==> src/rtl/tank_drive_pwm.sv <==
// Dual-track PWM motor driver: filters a packed signed speed command, slew-limits
// each track's magnitude and forces reversals through zero with a dead-time.

module track_channel #(
  parameter int DEAD_PERIODS = 4
) (
  input  logic       clk,
  input  logic       rst,
  input  logic       enable,
  input  logic       boundary,
  input  logic [2:0] slot,
  input  logic [3:0] target,
  output logic       pwm,
  output logic       dir,
  output logic [2:0] mag
);

  typedef enum logic {RUN, DEAD} state_t;

  state_t     state;
  logic [3:0] deadcnt;
  logic [3:0] abs_val;
  logic [2:0] tgt_mag;
  logic       tgt_dir;

  // NOTE: every always_comb output gets a default before any branch, so no latch is inferred.
  always_comb begin
    abs_val = target;
    if (target[3]) abs_val = ~target + 4'd1;
    // -8 has no positive 4-bit counterpart; it saturates to full speed.
    tgt_mag = abs_val[3] ? 3'd7 : abs_val[2:0];
    tgt_dir = (tgt_mag == 3'd0) ? dir : target[3];
  end

  // NOTE: state registers use non-blocking assignments so every flop samples pre-edge values.
  always_ff @(posedge clk or posedge rst) begin
    if (rst) begin
      state   <= RUN;
      mag     <= 3'd0;
      dir     <= 1'b0;
      deadcnt <= 4'd0;
      pwm     <= 1'b0;
    end else begin
      pwm <= enable && (slot < mag);
      if (!enable) begin
        state   <= RUN;
        mag     <= 3'd0;
        deadcnt <= 4'd0;
      end else if (boundary) begin
        case (state)
          RUN: begin
            if (tgt_dir == dir) begin
              if (mag < tgt_mag)      mag <= mag + 3'd1;
              else if (mag > tgt_mag) mag <= mag - 3'd1;
            end else if (mag != 3'd0) begin
              mag <= mag - 3'd1;
            end else begin
              state   <= DEAD;
              deadcnt <= 4'(DEAD_PERIODS);
            end
          end
          DEAD: begin
            // Direction is taken from whatever the target is when the dead-time expires.
            if (deadcnt == 4'd1) begin
              dir     <= tgt_dir;
              state   <= RUN;
              deadcnt <= 4'd0;
            end else begin
              deadcnt <= deadcnt - 4'd1;
            end
          end
          default: state <= RUN;
        endcase
      end
    end
  end

endmodule

module tank_drive_pwm #(
  parameter int PRESCALE     = 7143,
  parameter int DEAD_PERIODS = 4
) (
  input  logic       clk_clk,
  input  logic       reset_reset,
  input  logic [7:0] cmd_export,
  input  logic       enable,
  output logic       left_pwm,
  output logic       left_dir,
  output logic       right_pwm,
  output logic       right_dir,
  output logic       moving
);

  localparam int PW = (PRESCALE > 1) ? $clog2(PRESCALE) : 1;

  logic [PW-1:0] presc;
  logic [2:0]    slot;
  logic          presc_wrap;
  logic          boundary;
  logic [7:0]    q1, q2, target;
  logic [2:0]    left_mag, right_mag;

  assign presc_wrap = (presc == PW'(PRESCALE - 1));
  assign boundary   = presc_wrap && (slot == 3'd6);

  always_ff @(posedge clk_clk or posedge reset_reset) begin
    if (reset_reset) begin
      presc <= '0;
      slot  <= 3'd0;
    end else if (presc_wrap) begin
      presc <= '0;
      slot  <= (slot == 3'd6) ? 3'd0 : slot + 3'd1;
    end else begin
      presc <= presc + PW'(1);
    end
  end

  // A command is accepted only after two identical consecutive samples.
  always_ff @(posedge clk_clk or posedge reset_reset) begin
    if (reset_reset) begin
      q1     <= 8'h00;
      q2     <= 8'h00;
      target <= 8'h00;
    end else begin
      q1 <= cmd_export;
      q2 <= q1;
      if (q1 == q2) target <= q2;
    end
  end

  track_channel #(.DEAD_PERIODS(DEAD_PERIODS)) u_left (
    .clk      (clk_clk),
    .rst      (reset_reset),
    .enable   (enable),
    .boundary (boundary),
    .slot     (slot),
    .target   (target[7:4]),
    .pwm      (left_pwm),
    .dir      (left_dir),
    .mag      (left_mag)
  );

  track_channel #(.DEAD_PERIODS(DEAD_PERIODS)) u_right (
    .clk      (clk_clk),
    .rst      (reset_reset),
    .enable   (enable),
    .boundary (boundary),
    .slot     (slot),
    .target   (target[3:0]),
    .pwm      (right_pwm),
    .dir      (right_dir),
    .mag      (right_mag)
  );

  always_ff @(posedge clk_clk or posedge reset_reset) begin
    if (reset_reset) moving <= 1'b0;
    else             moving <= (left_mag != 3'd0) || (right_mag != 3'd0);
  end

endmodule

==> config.mk <==
export PLATFORM = sky130hd
export DESIGN_NAME = tank_drive_pwm
export DESIGN_NICKNAME = d
export VERILOG_FILES = /design/src/rtl/tank_drive_pwm.sv
export SDC_FILE = /design/constraint.sdc
export NUM_CORES = 1
export LEC_CHECK = 0
export CAP_MARGIN = 20
export CORE_UTILIZATION = 60
export DETAILED_ROUTE_END_ITERATION = 6
export PLACE_DENSITY = 0.83
export SLEW_MARGIN = 25
export SYNTH_ARGS = -nofsm -noshare
export SYNTH_HDL_FRONTEND = slang
export SYNTH_HIERARCHICAL = 1
export SYNTH_SLANG_ARGS = --single-unit
==> constraint.sdc <==
create_clock -name clk_clk -period 3.2 [get_ports clk_clk]
set_input_delay 0.48 -clock clk_clk [delete_from_list [all_inputs] [get_ports clk_clk]]
set_output_delay 0.48 -clock clk_clk [all_outputs]
set_load 0.02 [all_outputs]
# ---- Yosys cells after proc, flatten, opt, wreduce, memory -nomap -nowiden
# Index checks and enable logic that the tools add are counted.
dict set report op_classes {
  n_addsub 10
  n_mul 0
  div_mod_pow 0
  order_cmp 6
  eq_ne 18
  n_shift 0
  muxes 46
  bitwise 4
  reduce_logical 14
}
# op n
set ops {}
lappend ops {{2-to-1 mux 3 bit} 17}
lappend ops {{2-to-1 mux 4 bit} 12}
lappend ops {{case mux 4 bit (2 select lines)} 2}
lappend ops {{AND reduction 4 bit} 4}
lappend ops {{adder 13 x 1 -> 13 bit (second input constant)} 1}
lappend ops {{== test 13 bit (second input constant)} 1}
lappend ops {{2-to-1 mux 13 bit} 1}
lappend ops {{less-than comparator 3 bit} 4}
lappend ops {{2-to-1 mux 1 bit} 12}
lappend ops {{inequality test 3 bit (second input constant)} 4}
lappend ops {{adder 3 x 1 -> 3 bit (second input constant)} 3}
lappend ops {{adder 4 x 1 -> 4 bit (second input constant)} 2}
lappend ops {{== test 4 x 1 -> 1 bit (second input constant)} 2}
lappend ops {{== test 8 bit} 1}
lappend ops {{inequality test 4 bit (second input constant)} 2}
lappend ops {{inverter 4 bit} 2}
lappend ops {{subtractor 4 x 1 -> 4 bit (second input constant)} 2}
lappend ops {{> comparator 3 bit} 2}
lappend ops {{logical NOT 3 bit} 2}
lappend ops {{inequality test 3 x 1 -> 1 bit (second input constant)} 2}
lappend ops {{AND reduction 3 bit} 2}
lappend ops {{nonzero test 3 bit} 2}
lappend ops {{subtractor 3 x 1 -> 3 bit (second input constant)} 2}
lappend ops {{inequality test 2 bit (second input constant)} 2}
lappend ops {{other kinds (7)} 12}
dict set report word_totals {
  reg_bits 61
  latchBits 0
  mem_bits_rw 0
  rom_bits 0
  inputBits 11
  out_inout_bits 5
  word_cells 114
  mem_count 0
}

# ---- Longest topological paths before layout
# Gate-level depths: netlist (run 1).
dict set report depth {
  ltp_word 11
  ltp_mapped 13
  ltp_nobuf 13
}

# ---- Cells and area by module
# The synthesis (run 1) kept the hierarchy.
# mod instances cells_each area_per_inst_um2 seq_area_each_um2
set by_module_without_submodules {}
lappend by_module_without_submodules {tank_drive_pwm 1 129 1650.3 1026.0}
lappend by_module_without_submodules {{track_channel at u_right} 1 109 930.9 250.2}
lappend by_module_without_submodules {{track_channel at u_left} 1 97 892.1 250.2}

# ---- Worst setup path before layout (run 1)
# Ideal clock, no wire load.
dict set report synth_timing {
  kind {register to register}
  start {reg presc[0]}
  end {reg u_right.mag[0]}
  setup_ps 119
  arrival_ps 2643
  required_ps 3081
  slack_ps 438
  stages_incl_launch_ff 13
  path_buffers 1
  synth_period_minus_slack_ps 2762
  cell_sequence {dfrtp_1 inv_1 ha_1 and4b_1 and4bb_1 buf_6 and4b_1 nand2b_1 nor3b_2 or3b_1 nand3_2 xnor2_1 and2_1}
}
dict set report synth_between {
  elab_chain_cells 4
}
# element line_no
set synth_rtl {}
lappend synth_rtl {{from (decl)} 97} ;# logic [PW-1:0] presc;
lappend synth_rtl {{from (signal assigned)} 115} ;# presc <= presc + PW'(1);
lappend synth_rtl {{== test 13 bit} 104} ;# assign presc_wrap = (presc == PW'(PRESCALE - 1));
lappend synth_rtl {{logical AND 1 bit} 105} ;# assign boundary = presc_wrap && (slot == 3'd6);
lappend synth_rtl {{via boundary} 100} ;# logic boundary;
lappend synth_rtl {{inequality test 2 x 1 -> 1 bit (no source line)} n/a}
lappend synth_rtl {{AND reduction 4 bit (no source line)} n/a}
lappend synth_rtl {{to (signal assigned)} 53} ;# if (mag < tgt_mag) mag <= mag + 3'd1;
lappend synth_rtl {{to (signal assigned)} 54} ;# else if (mag > tgt_mag) mag <= mag - 3'd1;
lappend synth_rtl {{to (signal assigned)} 56} ;# mag <= mag - 3'd1;
lappend synth_rtl {{to (decl)} 15} ;# output logic [2:0] mag
# The timed path passes the listed nets, and every way through them passes these cells.
# A chain may end at the register's enable or synchronous reset.

# ---- Worst setup path in the final report (run 1)
dict set report layout_timing {
  start {reg target[4]}
  end {reg u_left.mag[2]}
}
dict set report layout_between {
  elab_chain_cells 11
  elab_cells_between_ends 17
  classes_between {1 x add/sub; 2 x order compare; 3 x eq/ne; 8 x mux; 1 x bitwise; 2 x reduce/logical}
}
# element line_no
set layout_rtl {}
lappend layout_rtl {{from (decl)} 101} ;# logic [7:0] q1, q2, target;
lappend layout_rtl {{from (signal assigned)} 128} ;# if (q1 == q2) target <= q2;
lappend layout_rtl {{inverter 4 bit} 29} ;# if (target[3]) abs_val = ~target + 4'd1;
lappend layout_rtl {{adder 4 x 1 -> 4 bit} 29}
lappend layout_rtl {{2-to-1 mux 4 bit *} 29}
lappend layout_rtl {{2-to-1 mux 3 bit *} 31} ;# tgt_mag = abs_val[3] ? 3'd7 : abs_val[2:0];
lappend layout_rtl {{parallel branches: the longest is 7 deep, another holds less-than comparator 3 bit} n/a}
lappend layout_rtl {{to (signal assigned)} 53}
lappend layout_rtl {{to (signal assigned)} 54}
lappend layout_rtl {{to (signal assigned)} 56}
lappend layout_rtl {{to (decl)} 15}
# Every way passes the cells marked *. The select of a mux whose other input is x is not followed.

==> reports/metrics.yaml, run 1 <==
outcome:
  status: "finished clean"
final_layout:
  layout.cells.non_filler: 439
  drive_gt1_share_pct: 13.1
  final_nets: 397
  fill_cells: 426
  antenna_cells: 0
  syn_to_final_growth_pct: 13.3
  final_cell_area_sq_um: 3940
worst_setup_path:
  r2r-start: "target[4]"
  worst-setup-path-type: "reg -> reg"
  r2r_end: "u_left/mag[2]"
  crit_fanout: 8
  critPathLaunchType: "flip-flop"
  critPathCaptureType: "flip-flop"
  reg2reg_slack_ns: 0.36
  cp.arrival_ns: 3.11
  worstPathRequired_ns: 3.48
  reg2reg_depth: 12
yosys:
  ys_seq_area_share_pct: 43.9
  syn-num-nets: 370
  synth_top_cell_by_area: "dfrtp_1"
  synthFlopType: "dfrtp_1"
  syn-instance-count: 335
  yosysMostFrequentCell: "dfrtp_1"
  yosys-top-cells-area: "dfrtp_1 44%, ha_1 8.6%, nand2_1 3.8%"
  synth_warnings: 6
  postSynthAreaPerCell_sq_um: 10.4
  syn-cell-area_sq_um: 3470
  synth_cell_type_count: 67
  synth-seq-cells: 61
  synth_common_cells: "61 x dfrtp_1, 35 x nand2_1, 25 x inv_1, 24 x ha_1, 23 x nor2_1"
  yosysTopAreaCellShare_pct: 43.9
  async_flop_share_pct: 100
  synth_edf_count: 0
route:
  vias: 2570
  first_iter_violations: 192
  drt-total-wl_um: 6420
  drc_errors: 0
  via_per_inst: 5.85
  final_antenna_net_count: 0
  wire_per_inst_um: 14.6
  dr.pass1.iters: 4
timing:
  slew_headroom_pct: 65.8
  rsz0062_at_grt: "no"
  finalSetupViolCount: 0
  timing.fmax_ghz: 0.353
  finalSetupTns_ns: 0
  fin_crit_sh_pct: 88.6
  tightest_slew_ns: 0.513
  setup_ws_ns: 0.364
  fin_crit_ns: 2.84
  report.final.slew_viol_count: 0
  skew_ns: 0.00882
  hold_viol: 0
hold_path:
  holdPathEnd: "q2[5]"
  hp-start: "q1[5]"
  holdPathStages: 0
  hp-class: "reg -> reg"
floorplan:
  core_sq_um: 5540
  ios: 16
  die_width_um: 78.1
  die_h_um: 78.1
  dieArea_sq_um: 6100
  initial_core_util_pct: 62.7
  fp-row-count: 27
power_and_ir_drop:
  power_frac_seq_pct: 43.7
  power.total_mw: 1.90
  p_int_mw: 1.38
  combPwrFrac_pct: 15.9
  swShare_pct: 27.8
  vdd_drop_max_mv: 0.375
  p_leak_nw: 1.77
  power.density_nw_per_um2: 484
  switchingPower_uw: 529
  clockPowerShare_pct: 40.4
global_route:
  antenna_found_initial: 0
  grt_pass1_wl_um: 11100
  grt_max_degree: 42
  overflow: 0
  grt_pass1_vias: 2436
  grtUsageTotal_pct: 24.0
clocking:
  cts-root-buf: "clkbuf_8"
  clock_path_buffers: 2
  cts.sinks: 61
  cts_resized: 0
  hold_buffers: 0
  post-cts-setup-buffers: 0
  cts_tree: "built"
  cts_buffers: 9
  cts.clk_slew.worst_paths_ns: 0.07
  h-tree-depth: 3
  insertion_delay_ns: 0.35
placed_design:
  gp_congestion: 0.834
  dp_cells: 423
  dp_slack_ns: 0.416
  placed_area_sq_um: 3710
  io_buffer_count: 15
  hpwl_um: 4540
run:
  maxCapViolations: 0
[sequential cells by signal (all words and copies together) (netlist names)]
name	count
u_left/deadcnt	4
u_right/mag	3
u_right/deadcnt	4
moving	1
u_left/pwm	1
u_left/mag	3
q2	8
u_left/state	1
u_right/state	1
u_right/dir	1
presc	13
slot	3
u_right/pwm	1
u_left/dir	1
q1	8
target	8
[cell usage in the layout, fill, tap and decap left out, types with 3 or more instances in the layout]
master	instances
a21boi_1	3
a21oi_1	4
a22oi_1	3
and2_1	4
and3_1	4
buf_4	5
clkbuf_8	9
clkdlybuf4s50_1	15
dfrtp_1	61
ha_1	24
inv_1	25
mux2_2	9
mux2i_1	3
nand2_1	35
nand2b_1	3
nand3_1	13
nand4_1	4
nor2_1	23
nor2b_1	7
nor3_1	6
nor3b_2	3
nor4_1	3
o21a_1	5
o21ai_0	12
o22ai_1	4
o31ai_1	4
xnor2_1	7
xor2_1	12
[routing by layer]
metal | part of all wire [%] | global-route usage [%] | wire length, um
met5 | 0 | 0 | 0
met3 | 4.1 | 6.40 | 264
met1 | 45 | 29.1 | 2890
met4 | 2.0 | 11.5 | 129
met2 | 49 | 39.9 | 3140
[power groups by stage]
stage | registers [mW] | logic, mW | clock network [mW]
after floorplan | 0.831 | 0.248 | 0
final | 0.832 | 0.304 | 0.769
after global placement | 0.844 | 0.282 | 0
after global routing | 0.837 | 0.332 | 0.818
after CTS | 0.832 | 0.300 | 0.785
after detailed placement | 0.846 | 0.296 | 0
[worst max-delay path by stage]
stage,from,end,slack (ns),depth (start not counted)
after floorplan,presc[0],u_right/mag[0],0.44,12
after global placement,target[4],u_left/mag[2],0.51,12
after detailed placement,target[4],u_left/mag[2],0.42,12
after CTS,target[4],u_left/mag[2],0.38,12
after global routing,target[4],u_left/mag[2],0.20,12
final,target[4],u_left/mag[2],0.36,12
[critical path, stage by stage, from the launching register on]
cell and delay (ns):
dfrtp_1 0.45, inv_1 0.11, ha_1 0.33, a21oi_1 0.13, nand2_1 0.07, o21ai_0 0.09
ha_1 0.26, nor2b_1 0.13, o21a_1 0.16, a2111o_1 0.43, mux2i_1 0.15, or3_1 0.31
a21boi_1 0.14
[metrics by stage]
| stage | hold WS (ns) | utilization, % |
|---|---|---|
| 6_report | 0.388 | 71.0 |
| 5_1_grt | 0.410 | 71.0 |
| 4_1_cts | 0.393 | 71.0 |
| 3_5_place_dp | 0.380 | 67.0 |
| 3_3_place_gp | 0.376 | 67.0 |
| 2_1_floorplan | 0.320 | - |
[cell type report]
cell class,count,area [sq um],area share [%]
flip-flops and latches,61,1530,38.8
repair buffers,20,188,4.77
multi-input cells,244,1810,46.0
well taps,72,90.1,2.29
clock inverters,7,97.6,2.48
inverters,26,97.6,2.48
clock buffers,9,124,3.15
[kinds of logic after synthesis]
logic type	count (synthesis)	synth area share, %
xor gates and xnor gates	20	5.26
DFF	61	43.9
adders and majority gates	24	8.65
AOI/OAI and AO/OA	59	13.0
and+or+nand+nor	126	20.2
muxes	15	4.97
buffers and inverters	30	3.89
Power figures use the tool's default switching activity.
==> run 2: changes to the inputs <==
--- a/config.mk
+++ b/config.mk
@@ -6,11 +6,12 @@
 export NUM_CORES = 1
 export LEC_CHECK = 0
 export CAP_MARGIN = 20
-export CORE_UTILIZATION = 60
+export CORE_UTILIZATION = 50
 export DETAILED_ROUTE_END_ITERATION = 6
-export PLACE_DENSITY = 0.83
+export PLACE_DENSITY = 0.72
 export SLEW_MARGIN = 25
 export SYNTH_ARGS = -nofsm -noshare
 export SYNTH_HDL_FRONTEND = slang
 export SYNTH_HIERARCHICAL = 1
 export SYNTH_SLANG_ARGS = --single-unit
+export TNS_END_PERCENT = 50
==> reports/metrics.yaml, run 2 (synthesized netlist as in run 1, its figures left out) <==
final_layout:
  drive_gt1_share_pct: 12.8  # -0.24 points
  final_cell_area_sq_um: 3920  # -0.41%
  antenna_cells: 0  # unchanged
  fin_util_pct: 58.0  # -13 points
  syn_to_final_growth_pct: 12.8
  final_cell_mix: "61 x dfrtp_1, 35 x nand2_1, 25 x inv_1, 24 x ha_1, 23 x nor2_1"
  largest_reg_flops: 13  # unchanged
  layout.cells.non_filler: 446  # +1.6%
  final_nets: 396  # -0.25%
  fill_cells: 580  # +36%
  top_register: "presc"
  final_common_cell: "dfrtp_1"
power_and_ir_drop:
  combPwrFrac_pct: 16.0  # about the same
  power.total_mw: 1.84  # -3.5%
  power.density_nw_per_um2: 469  # -3.1%
  power_frac_seq_pct: 45.2  # +1.5 points
  p_int_mw: 1.30  # -5.2%
  vdd_drop_max_mv: 0.303  # -19%
  p_leak_nw: 1.76  # -0.36%
  clockPowerShare_pct: 38.8  # -1.6 points
  switchingPower_uw: 534  # +0.89%
  swShare_pct: 29.0  # +1.3 points
floorplan:
  die_width_um: 85.3  # +9.3%
  ios: 16  # unchanged
  dieArea_sq_um: 7280  # +19%
  core_sq_um: 6760  # +22%
  die_h_um: 85.3  # +9.3%
  initial_core_util_pct: 51.4  # -11 points
  fp-row-count: 30  # +11%
route:
  first_iter_violations: 79  # -59%
  drt-total-wl_um: 6150  # -4.3%
  via_per_inst: 5.56  # -5.1%
  wire_per_inst_um: 13.8  # -5.8%
  final_antenna_net_count: 0  # unchanged
  vias: 2478  # -3.6%
  drc_errors: 0  # unchanged
  dr.pass1.iters: 4  # unchanged
clocking:
  cts-root-buf: "clkbuf_8"
  cts_resized: 0  # unchanged
  cts.sinks: 61  # unchanged
  h-tree-depth: 3  # unchanged
  cts_tree: "built"
  insertion_delay_ns: 0.35  # about the same
  post-cts-setup-buffers: 0  # unchanged
  cts_buffers: 9  # unchanged
  clock_path_buffers: 2  # unchanged
  hold_buffers: 0  # unchanged
  cts.clk_slew.worst_paths_ns: 0.08  # about the same
timing:
  rsz0062_at_grt: "no"
  timing.fmax_ghz: 0.357  # +1.1%
  holdWs_ns: 0.391  # +0.00374 ns
  finalSetupViolCount: 0  # unchanged
  fin_crit_ns: 2.80  # -0.0311 ns
  skew_ns: 0.00896  # +0.000143 ns
  fin_crit_sh_pct: 87.6  # -0.97 points
  tightest_slew_ns: 0.513  # -0.000322 ns
  report.final.slew_viol_count: 0  # unchanged
  slew_headroom_pct: 65.8  # about the same
  setup_ws_ns: 0.396  # +0.0311 ns
  hold_viol: 0  # unchanged
  finalSetupTns_ns: 0  # unchanged
worst_setup_path:
  reg2reg_slack_ns: 0.40  # +0.03 ns
  crit_fanout: 8  # unchanged
  worst-setup-path-type: "reg -> reg"
  critPathCaptureType: "flip-flop"
  worstPathRequired_ns: 3.47  # about the same
  cp.arrival_ns: 3.07  # -0.04 ns
  critPathLaunchType: "flip-flop"
global_route:
  overflow: 0  # unchanged
  antenna_found_initial: 0  # unchanged
  grtUsageTotal_pct: 18.7  # -5.3 points
  grt_pass1_wl_um: 10600  # -4.4%
  grt_pass1_vias: 2318  # -4.8%
  grt_max_degree: 42  # unchanged
outcome:
  status: "finished clean"
placed_design:
  dp_slack_ns: 0.421  # +0.00482 ns
  io_buffer_count: 15  # unchanged
  hpwl_um: 4460  # -1.7%
  gp_congestion: 0.804  # -3.6%
  placed_area_sq_um: 3720  # about the same
  dp_cells: 430  # +1.7%
run:
  maxCapViolations: 0  # unchanged
hold_path:
  hp-class: "reg -> reg"
run 2: cell types whose count changed in the layout (fill, tap and decap cells not counted):
cell        previous run  this run
inv_6                  1         4
clkinvlp_4             2         0
buf_4                  5         4
bufinv_16              2         1
run 2: power by group through the flow:
stage / registers (mW) / clock network [mW] / logic [mW]
floorplan: 0.831 / 0 / 0.248
global placement: 0.845 / 0 / 0.285
detailed placement: 0.847 / 0 / 0.292
CTS: 0.831 / 0.736 / 0.295
global route: 0.836 / 0.766 / 0.327
finish: 0.831 / 0.713 / 0.294
run 2: path summary, 6_finish.rpt:
check	depth (start not counted)	end	start
min in group asynchronous	2	u_right/dir	reset_reset
worst min-delay path	0	q2[2]	q1[2]
worst max-delay path	12	u_left/mag[2]	target[4]
worst max register to register	12	u_left/mag[2]	target[4]
worst min register to register	0	q2[2]	q1[2]
max in group asynchronous	3	presc[12]	reset_reset
run 2: critical path: stages (launching register included):
cell      delay [ns]
dfrtp_1         0.45
inv_1           0.11
ha_1            0.33
a21oi_1         0.14
nand2_1         0.06
o21ai_0         0.08
ha_1            0.26
nor2b_1         0.13
o21a_1          0.16
a2111o_1        0.42
mux2i_1         0.14
or3_1           0.30
a21boi_1        0.15
run 2: metal layers:
layer / track usage [%] / up-vias / wire (um) / share of wire [%]
met5: 0 / - / 0 / 0
met4: 6.82 / 0 / 61 / 0.99
met3: 4.77 / 6 / 233 / 3.8
met2: 30.1 / 36 / 2910 / 47
met1: 24.7 / 1192 / 2940 / 48
li1: - / 1244 / - / -
run 2: area by class of cell:
cell class                 instances  area [sq um]  share of cell area (%)
multi-input combinational        244          1810                    46.2
clock inverter                     7          78.8                    2.01
clock buffer                       9           124                    3.16
tap                               80           100                    2.55
sequential                        61          1530                    39.0
inverter                          26          97.6                    2.49
timing repair buffer              19           180                    4.60
